## src/rtl/store_align_buffer.sv

```systemverilog
// Store alignment and buffering: checks sw/sh/sb alignment, lane-shifts data and
// byte enables, and queues accepted stores in order toward data memory.
module store_align_buffer #(
  parameter int DEPTH = 2,
  parameter int CNT_W = 2
) (
  input  logic             clk,
  input  logic             reset,
  input  logic             st_valid,
  output logic             st_ready,
  input  logic [31:0]      st_addr,
  input  logic [31:0]      st_wdata,
  input  logic [1:0]       st_type,
  output logic             st_exc,
  output logic             mem_req,
  input  logic             mem_ack,
  output logic [31:0]      mem_addr,
  output logic [31:0]      mem_wdata,
  output logic [3:0]       mem_be,
  output logic [CNT_W-1:0] count
);

  localparam int PTR_W = (DEPTH > 1) ? $clog2(DEPTH) : 1;
  localparam logic [CNT_W-1:0] cnt_full = CNT_W'(DEPTH);

  logic [29:0]      addr_q [DEPTH];
  logic [31:0]      data_q [DEPTH];
  logic [3:0]       be_q   [DEPTH];
  logic [PTR_W-1:0] wr_ptr;
  logic [PTR_W-1:0] rd_ptr;
  logic [CNT_W-1:0] count_q;

  logic [1:0]  k;
  logic        legal;
  logic [3:0]  be_n;
  logic [31:0] data_n;
  logic        xfer;
  logic        push;
  logic        pop;

  assign k = st_addr[1:0];

  // Data is masked to the access size before shifting so unused lanes stay zero.
  always_comb begin
    legal  = 1'b0;
    be_n   = 4'b0000;
    data_n = 32'h0;
    case (st_type)
      2'b00: begin
        legal  = (k == 2'b00);
        be_n   = 4'b1111;
        data_n = st_wdata;
      end
      2'b01: begin
        legal  = ~k[0];
        be_n   = 4'b0011 << k;
        data_n = {16'h0, st_wdata[15:0]} << {k, 3'b000};
      end
      2'b10: begin
        legal  = 1'b1;
        be_n   = 4'b0001 << k;
        data_n = {24'h0, st_wdata[7:0]} << {k, 3'b000};
      end
      default: begin
        legal  = 1'b0;
      end
    endcase
  end

  assign st_ready = (count_q < cnt_full);
  assign mem_req  = (count_q != '0);
  assign xfer     = st_valid & st_ready;
  assign push     = xfer & legal;
  assign pop      = mem_req & mem_ack;

  always_ff @(posedge clk or posedge reset) begin
    if (reset) begin
      wr_ptr  <= '0;
      rd_ptr  <= '0;
      count_q <= '0;
      st_exc  <= 1'b0;
    end else begin
      st_exc <= xfer & ~legal;
      if (push) wr_ptr <= wr_ptr + PTR_W'(1);
      if (pop)  rd_ptr <= rd_ptr + PTR_W'(1);
      case ({push, pop})
        2'b10:   count_q <= count_q + CNT_W'(1);
        2'b01:   count_q <= count_q - CNT_W'(1);
        default: count_q <= count_q;
      endcase
    end
  end

  always_ff @(posedge clk or posedge reset) begin
    if (reset) begin
      for (int i = 0; i < DEPTH; i++) begin
        addr_q[i] <= '0;
        data_q[i] <= '0;
        be_q[i]   <= '0;
      end
    end else if (push) begin
      addr_q[wr_ptr] <= st_addr[31:2];
      data_q[wr_ptr] <= data_n;
      be_q[wr_ptr]   <= be_n;
    end
  end

  // Head is only presented while an entry is valid; stale slots never leak out.
  assign mem_addr  = mem_req ? {addr_q[rd_ptr], 2'b00} : 32'h0;
  assign mem_wdata = mem_req ? data_q[rd_ptr] : 32'h0;
  assign mem_be    = mem_req ? be_q[rd_ptr] : 4'b0000;
  assign count     = count_q;

endmodule

```

## config.mk

```make
export PLATFORM = sky130hd
export DESIGN_NAME = store_align_buffer
export DESIGN_NICKNAME = d
export VERILOG_FILES = /design/src/rtl/store_align_buffer.sv
export SDC_FILE = /design/constraint.sdc
export NUM_CORES = 1
export LEC_CHECK = 0
export ABC_AREA = 1
export BUFFER_PORTS_ARGS = -buffer_cell sky130_fd_sc_hd__buf_2
export CAP_MARGIN = 20
export CELL_PAD_IN_SITES_DETAIL_PLACEMENT = 1
export CELL_PAD_IN_SITES_GLOBAL_PLACEMENT = 2
export CORE_MARGIN = 8
export CORE_UTILIZATION = 30
export DETAILED_ROUTE_END_ITERATION = 6
export HOLD_SLACK_MARGIN = 0.03
export PLACE_DENSITY_LB_ADDON = 0.1
export REMOVE_ABC_BUFFERS = 1
export SLEW_MARGIN = 0
export SYNTH_ARGS = -nofsm -noshare
export SYNTH_HDL_FRONTEND = slang
export SYNTH_SLANG_ARGS = --single-unit
export TNS_END_PERCENT = 100
```

## constraint.sdc

```tcl
create_clock -name clk -period 5.4 [get_ports clk]
set_input_delay 0.27 -clock clk [delete_from_list [all_inputs] [get_ports clk]]
set_output_delay 0.27 -clock clk [all_outputs]
set_load 0.02 [all_outputs]
```

==> impl_metrics.yaml, run 1 <==
routing:
  routed_wl_mm: 24.5
  wl_met2_mm: 11.4
  wire_per_inst_um: 17.6
  avgViaCountPerCell: 4.72
  dr.pass1.iters: 4
  met1_length_mm: 11.7
  drc: 0
  highest-signal-layer: "met5"
  ant_nets: 0
  num_vias: 6580
  drtIter0Drc: 297
  dr_wl_met3_mm: 1.04
power:
  ir_drop_mv: 0.341
  cellPowerDensity_mw_per_mm2: 585
  power.leakage_nw: 4.60
sta:
  fin_skew_ns: 0.00965
  max_freq_ghz: 0.346
  rsz0062_at_grt: "no"
  period_share_pct: 53.6
  finalMaxSlewViolations: 0
  max_slew_margin_pct: 30.7
  setup_viol: 0
  hold_viol: 0
  worst_pin_slew_ns: 1.04
  fin_setup_tns_ns: 0
  finalCriticalPeriod_ns: 2.89
global_route:
  grt_overflow: 0
  grt_pass1_vias: 7352
  gr-usage-all-layers_pct: 17.9
  grt_start_max_net_pins: 97
  grt_antenna_before_repair: 1
  grt_pass1_wl_mm: 40.0
cts:
  cts_sinks: 137
  cts_root_buffer: "clkbuf_16"
  cts.htree.levels: 4
  clk_pin_slew_ns: 0.06
  cts_tree: "yes"
  postCtsSetupRepairBufs: 0
  clockBufferDepth: 2
  clk_latency_ns: 0.43
  holdBufCountCts: 0
  ctsResizeCount: 0
  cts_buffers: 17
yosys:
  ys_types: 23
  ys.flop_type: "dfrtp_1"
  synth_area_mm2: 0.00697
  yosys_warnings: 0
  synth.yosys.seq_area_share_pct: 49.2
  synthArstFlopShare_pct: 100
  synth_edf_count: 0
  synth_cells: 985
  ys_seq_elements: 137
  syn_avg_cell_area_um2: 7.08
critical_path:
  cp.required_ns: 5.13
  crit_path_start: "count[0]$_DFFE_PP0P_"
  endpoint_kind: "primary output"
  reg2reg_slack_ns: 3.08
  crit_path_start_kind: "flop"
  crit_type: "reg -> out"
  arrival_ns: 2.62
  r2r_start: "count[1]$_DFFE_PP0P_"
  cp_max_fo: 35
final_layout:
  mostFrequentLayoutCell: "nand2_1"
  fin_cells: 1395
  nFillCells: 2904
  seq_area_mm2: 0.00343
  final_layout_size_suffix_gt1_share_pct: 17.7
  syn2layout_area_growth_pct: 20.9
  layout_common_cells: "611 x nand2_1, 140 x buf_2, 136 x dfrtp_1"
  multi_input_area_mm2: 0.00313
  nNetsFinal: 1173
  antenna_cells: 0
die:
  io_pins: 143
  die_area_mm2: 0.0284
  start_util_pct: 30.7
  die_w_um: 168
  core_mm2: 0.0227
  die_h_um: 168
  rows: 55
placed_design:
  dp_cells: 1361
  routabilityCongestion: 0.729
  dp_hpwl_mm: 15.6
  numPortBuffers: 140
run:
  cap_violations: 0
hold_path:
  min_path_type: "in -> async"
run_status:
  outcome: "finished, final reports clean"
## per-stage QoR
stage | setup slack [ns] | total power [mW] | instance area, um2 | util, % | hold WS (ns)
global route | 2.29 | 5.34 | 8430 | 37.1 | 0.0415
floorplan | 1.46 | 3.06 | 6640 | - | 0.380
CTS | 2.37 | 5.01 | 8370 | 36.9 | 0.0345
detailed placement | 2.44 | 3.85 | 7810 | 34.4 | 0.465
global placement | 2.51 | 3.80 | 7810 | 34.4 | 0.462
finish | 2.51 | 4.93 | 8430 | 37.1 | 0.0522
## critical path: stages (launching register included)
cell     delay [ns]
dfrtp_1        0.45
nor2_4         0.82
buf_4          0.55
a21oi_1        0.16
buf_2          0.20
## final timing paths
kind / end / cells after the start
worst max-delay path: mem_wdata[28] / 4
worst min-delay path: addr_q[50]$_DFFE_PP0P_ / 2
worst max register to register: addr_q[22]$_DFFE_PP0P_ / 6
worst min register to register: data_q[13]$_DFFE_PP0P_ / 2
max in group asynchronous: data_q[53]$_DFFE_PP0P_ / 3
min in group clk: addr_q[26]$_DFFE_PP0P_ / 3
## synthesized netlist by cell type, types with 2 or more instances
| cell | n | area share [%] |
|---|---|---|
| a21oi_1 | 95 | 6.8 |
| buf_1 | 4 | 0.22 |
| buf_2 | 14 | 1.0 |
| buf_4 | 3 | 0.32 |
| buf_6 | 10 | 1.6 |
| clkbuf_1 | 30 | 1.6 |
| dfrtp_1 | 137 | 49 |
| ha_1 | 5 | 0.90 |
| inv_1 | 22 | 1.2 |
| inv_2 | 2 | 0.11 |
| nand2_1 | 611 | 33 |
| nand3_1 | 24 | 1.7 |
| nand4_1 | 2 | 0.18 |
| nor2_1 | 13 | 0.70 |
| nor2_4 | 3 | 0.48 |
| o21ai_0 | 2 | 0.14 |
| xor2_1 | 2 | 0.25 |
## routing by layer
metal  vias up  GRT usage, %
li1       3251             -
met1      3181          23.2
met2       121          29.8
met3        25          3.79
met4         2          4.81
met5         -             0
## cell type report
cell class	instances	area share, %
flip-flops and latches	137	40.7
inverters	25	1.17
multi-input cells	763	37.1
clock inverters	13	1.45
repair buffers	154	10.1
well taps	285	4.23
clock buffers	18	5.21
## power by group
part	switching (mW)	internal [mW]	total [mW]
sequential	0.268	1.51	1.78
clock	0.488	0.646	1.13
combinational	1.38	0.642	2.02
total	2.13	2.80	4.93
## sequential cells by signal, summed over array words and instances (netlist names)
| signal | cells |
|---|---|
| data_q | 64 |
| addr_q | 60 |
| be_q | 8 |
| count | 2 |
| rd_ptr | 1 |
| st_exc | 1 |
| wr_ptr | 1 |
## cells by family (layout without fill, tap and decap cells)
family | after synthesis | in the layout | synth area share (%)
DFF | 137 | 137 | 49.2
AOI/OAI and AO/OA | 98 | 98 | 7.07
and+or+nand+nor | 655 | 655 | 36.3
adders and majority gates | 5 | 5 | 0.897
xor gates and xnor gates | 3 | 3 | 0.377
buffers and inverters | 86 | 210 | 6.12
other | 1 | 2 | 0.0538
(Power assumes the default switching activity.)
==> inputs of run 2 (changes only) <==
==> constraint.sdc (replaced) <==
create_clock -name clk -period 2.78 [get_ports clk]
set_input_delay 0.139 -clock clk [delete_from_list [all_inputs] [get_ports clk]]
set_output_delay 0.139 -clock clk [all_outputs]
set_load 0.02 [all_outputs]
==> impl_metrics.yaml, run 2 (same netlist as run 1, synthesis figures left out) <==
run_status:
  outcome: "finished, final reports clean"
routing:
  drc: 0
  wire_per_inst_um: 17.4
  ant_nets: 0
  drtIter0Drc: 288
  avgViaCountPerCell: 4.65
  routed_wl_mm: 25.0
  dr.pass1.iters: 5
  num_vias: 6664
cts:
  clockBufferDepth: 2
  cts_sinks: 137
  ctsResizeCount: 0
  cts.htree.levels: 4
  clk_pin_slew_ns: 0.07
  clk_latency_ns: 0.42
  cts_tree: "yes"
  cts_root_buffer: "clkbuf_16"
  cts_buffers: 17
  postCtsSetupRepairBufs: 0
  holdBufCountCts: 31
sta:
  fin_skew_ns: 0.00964
  finalCriticalPeriod_ns: 2.23
  finalMaxSlewViolations: 0
  max_slew_margin_pct: 51.5
  setup_viol: 0
  fin_setup_tns_ns: 0
  worst_pin_slew_ns: 0.725
  hold_viol: 0
  max_freq_ghz: 0.448
  fin_ws_ns: 0.548
  rsz0062_at_grt: "no"
  period_share_pct: 80.3
final_layout:
  layout_common_cells: "611 x nand2_1, 140 x buf_2, 136 x dfrtp_1"
  regMostFlops: "data_q"
  syn2layout_area_growth_pct: 26.7
  multi_input_area_mm2: 0.00313
  final_layout_size_suffix_gt1_share_pct: 17.7
  fin_cells: 1434
  largest_reg_flops: 64
  antenna_cells: 0
  nFillCells: 2872
  mostFrequentLayoutCell: "nand2_1"
  nNetsFinal: 1211
  seq_area_mm2: 0.00343
  top_regs: "data_q: 64 flops, addr_q: 60 flops, be_q: 8 flops"
  design_area_mm2: 0.00883
run:
  cap_violations: 0
die:
  core_mm2: 0.0227
  rows: 55
  start_util_pct: 30.7
  io_pins: 143
  die_w_um: 168
  die_area_mm2: 0.0284
  die_h_um: 168
global_route:
  grt_overflow: 0
  grt_pass1_wl_mm: 40.9
  grt_antenna_before_repair: 2
  grt_pass1_vias: 7275
  gr-usage-all-layers_pct: 18.2
  grt_start_max_net_pins: 75
critical_path:
  endpoint_kind: "primary output"
  critPathSlowestCell: "dfrtp_2"
  arrival_ns: 2.09
  crit_path_start_kind: "flop"
  crit_chain: "inv_2 -> buf_4 -> nand2_1 -> a21oi_1 -> buf_2"
  critPathMaxStageDelay_ns: 0.55
  cp.required_ns: 2.64
  path_buf_inv: 3
  crit_type: "reg -> out"
  cp_max_fo: 20
  reg2reg_slack_ns: 1.01
  crit_family: "buffers and inverters"
hold_path:
  min_path_type: "in -> reg"
placed_design:
  post-place-ws_ns: 0.873
  numPortBuffers: 140
  dp_hpwl_mm: 16.1
  dpl_cell_area_mm2: 0.00791
  routabilityCongestion: 0.753
  dp_cells: 1371
power:
  p_total_mw: 9.87
  cellPowerDensity_mw_per_mm2: 1120
  ir_drop_mv: 0.825
  power.leakage_nw: 4.77
run 2: cell types whose count changed in the layout (fill, tap and decap cells not counted), sizes merged:
cell         before  now
dlygate4sd3       0   31
clkinvlp          4    5
buf             153  161
bufinv            1    3
clkinv            7    4
run 2: per-stage QoR:
step	util, %	hold WS, ns
after floorplan	-	0.249
after detailed placement	34.8	0.329
after CTS	38.9	0.0567
final	38.9	0.0733
after global routing	38.9	0.0979
after global placement	34.8	0.318
run 2: power by group:
group / internal [mW] / switching, mW
clock: 1.45 / 0.947
combinational: 1.34 / 2.65
sequential: 2.93 / 0.553
total: 5.72 / 4.15
run 2: layout make-up:
type | instances | share of cell area [%]
Sequential cell | 137 | 38.8
Multi-Input combinational cell | 763 | 35.4
Timing Repair Buffer | 192 | 13.7
Clock buffer | 19 | 5.01
Tap cell | 285 | 4.04
Clock inverter | 13 | 1.93
Inverter | 25 | 1.12
run 2: metal layers:
metal	GRT usage, %	wire length [um]	up-vias
met5	0	27	-
met4	4.43	240	4
met3	3.70	923	25
met2	30.2	11700	108
met1	24.0	12100	3198
li1	-	-	3329
run 2: tightest hold or removal path, cell delays in order:
cell and delay, ns:
buf_2 0.09, inv_1 0.04, nor2_1 0.06, xor2_1 0.12
run 2: worst paths after layout:
kind                                        start                     end  cells past startpoint
setup reg to reg             count[1]$_DFFE_PP0P_  data_q[21]$_DFFE_PP0P_                      6
setup / recovery               rd_ptr$_DFFE_PP0P_           mem_wdata[23]                      5
hold / removal                            mem_ack      rd_ptr$_DFFE_PP0P_                      4
min in group asynchronous                   reset  addr_q[47]$_DFFE_PP0P_                      3
hold reg to reg            addr_q[53]$_DFFE_PP0P_  addr_q[53]$_DFFE_PP0P_                      2
max in group asynchronous                   reset   addr_q[4]$_DFFE_PP0P_                      4
==> inputs of run 3 (changes only) <==
--- a/config.mk
+++ b/config.mk
@@ -11,7 +11,7 @@
 export CELL_PAD_IN_SITES_DETAIL_PLACEMENT = 1
 export CELL_PAD_IN_SITES_GLOBAL_PLACEMENT = 2
 export CORE_MARGIN = 8
-export CORE_UTILIZATION = 30
+export CORE_UTILIZATION = 27
 export DETAILED_ROUTE_END_ITERATION = 6
 export HOLD_SLACK_MARGIN = 0.03
 export PLACE_DENSITY_LB_ADDON = 0.1
==> constraint.sdc (replaced) <==
create_clock -name clk -period 1.88 [get_ports clk]
set_input_delay 0.094 -clock clk [delete_from_list [all_inputs] [get_ports clk]]
set_output_delay 0.094 -clock clk [all_outputs]
set_load 0.02 [all_outputs]
==> impl_metrics.yaml, run 3 (same netlist as run 1, synthesis figures left out) <==
run_status:
  outcome: "finished, final reports clean"
final_layout:
  regMostFlops: "data_q"
  nNetsFinal: 1233
  fin_cells: 1505
  largest_reg_flops: 64
  antenna_cells: 0
  syn2layout_area_growth_pct: 37.9
  layout_common_cells: "603 x nand2_1, 136 x dfrtp_1, 112 x buf_2"
  top_regs: "data_q: 64 flops, addr_q: 60 flops, be_q: 8 flops"
  design_area_mm2: 0.00962
  mostFrequentLayoutCell: "nand2_1"
  final_layout_size_suffix_gt1_share_pct: 21.4
routing:
  met1_length_mm: 13.6
  wire_per_inst_um: 18.5
  wl_met2_mm: 12.9
  dr_wl_met3_mm: 1.17
  drc: 0
  routed_wl_mm: 27.9
  dr.pass1.iters: 4
  highest-signal-layer: "met4"
  drtIter0Drc: 379
  avgViaCountPerCell: 4.54
  ant_nets: 0
  num_vias: 6838
cts:
  clockBufferDepth: 2
  clk_pin_slew_ns: 0.07
  clk_latency_ns: 0.42
  cts_root_buffer: "clkbuf_16"
  cts.htree.levels: 4
  cts_sinks: 137
  cts_tree: "yes"
  cts_buffers: 17
power:
  cellPowerDensity_mw_per_mm2: 1700
  ir_drop_mv: 0.569
  power.leakage_nw: 5.06
placed_design:
  dpl_cell_area_mm2: 0.00820
  numPortBuffers: 140
  routabilityCongestion: 0.738
  dp_hpwl_mm: 17.1
  dp_cells: 1432
critical_path:
  cpMostUsedCell: "buf_12"
  path_buf_inv: 4
  crit_path_start_kind: "flop"
  critPathMaxStageDelay_ns: 0.56
  cp.depth: 6
  r2r-end: "count[1]$_DFFE_PP0P_"
  r2r_start: "count[1]$_DFFE_PP0P_"
  crit_type: "reg -> out"
  crit_family: "buffers and inverters"
  arrival_ns: 1.76
  crit_chain: "clkinv_8 -> buf_12 -> buf_12 -> nand2_2 -> a21oi_2 -> buf_6"
  cp.required_ns: 1.79
  cp_max_fo: 7
  critPathSlowestCell: "dfrtp_4"
  endpoint_kind: "primary output"
  reg2reg_slack_ns: 0.12
  r2r_cells: 6
die:
  die_area_mm2: 0.0312
  start_util_pct: 27.1
  die_h_um: 177
  core_mm2: 0.0257
  io_pins: 143
  die_w_um: 177
  rows: 59
sta:
  setup_viol: 0
  hold_viol: 0
  period_share_pct: 98.9
  finalCriticalPeriod_ns: 1.86
  fin_skew_ns: 0.00705
  finalMaxSlewViolations: 0
  rsz0062_at_grt: "yes"
  max_freq_ghz: 0.538
hold_path:
  hp-start: "st_wdata[0]"
  hold_depth: 5
  min_path_type: "in -> reg"
  whs_endpoint: "data_q[32]$_DFFE_PP0P_"
global_route:
  grt_pass1_vias: 7433
  grt_start_max_net_pins: 55
  grt_antenna_before_repair: 0
  grt_pass1_wl_mm: 42.8
  grt_overflow: 0
  gr-usage-all-layers_pct: 17.6
run:
  cap_violations: 0
==> run 3: changes by cell type in the layout (fill, tap and decap cells not counted), moves of 8 or more <==
cell     delta
a21oi_1    -19
a21oi_2    +17
buf_12     +12
buf_2      -28
buf_4      +21
buf_6       +8
nand2_1     -8
==> run 3: cell type report <==
type	count	area [um2]
fillers	3154	16100
multi-input cells	763	3260
repair buffers	214	1750
clock buffers	18	429
flip-flops and latches	137	3430
clock inverters	13	220
well taps	335	419
inverters	25	111
==> run 3: worst max-delay path by stage <==
stage / to / slack (ns) / startpoint
floorplan: addr_q[0]$_DFFE_PP0P_ / -1.88 / reset
global placement: count[1]$_DFFE_PP0P_ / 0.17 / count[1]$_DFFE_PP0P_
detailed placement: count[1]$_DFFE_PP0P_ / 0.12 / count[1]$_DFFE_PP0P_
CTS: mem_wdata[6] / -0.04 / rd_ptr$_DFFE_PP0P_
global route: mem_wdata[30] / -0.06 / rd_ptr$_DFFE_PP0P_
finish: mem_wdata[16] / 0.02 / rd_ptr$_DFFE_PP0P_
==> run 3: timing repair <==
action,CTS,global route
gates cloned,1,6
gates resized for setup,29,51
hold endpoints to repair,170,0
setup endpoints to repair,23,61
setup buffers,1,2
pin swaps,1,8
hold buffers,32,0
==> run 3: power by group <==
group	switching, mW	internal (mW)
sequential	0.823	4.34
clock	1.41	2.37
combinational	4.52	2.89
==> run 3: per-stage QoR <==
step | hold WS (ns) | total power [mW] | setup WS [ns] | util [%] | TNS [ns]
after floorplan | 0.204 | 8.79 | -1.88 | - | -470.68
after global placement | 0.0823 | 11.3 | 0.173 | 31.9 | 0
after detailed placement | 0.0823 | 11.4 | 0.118 | 31.9 | 0
after CTS | 0.0394 | 15.7 | -0.0431 | 36.1 | -0.297
after global routing | 0.0710 | 17.6 | -0.0555 | 37.4 | -0.450
final | 0.0597 | 16.4 | 0.0210 | 37.4 | 0
==> run 3: routing by layer <==
metal	vias to the layer above	GRT usage (%)
li1	3379	-
met1	3295	23.8
met4	0	3.47
met2	146	28.6
met5	-	0
met3	18	3.54
==> run 3: tightest hold or removal path: stages <==
cell and delay (ns):
buf_2 0.12, inv_1 0.07, nor2_1 0.06, nand2_1 0.06
nand2_1 0.04
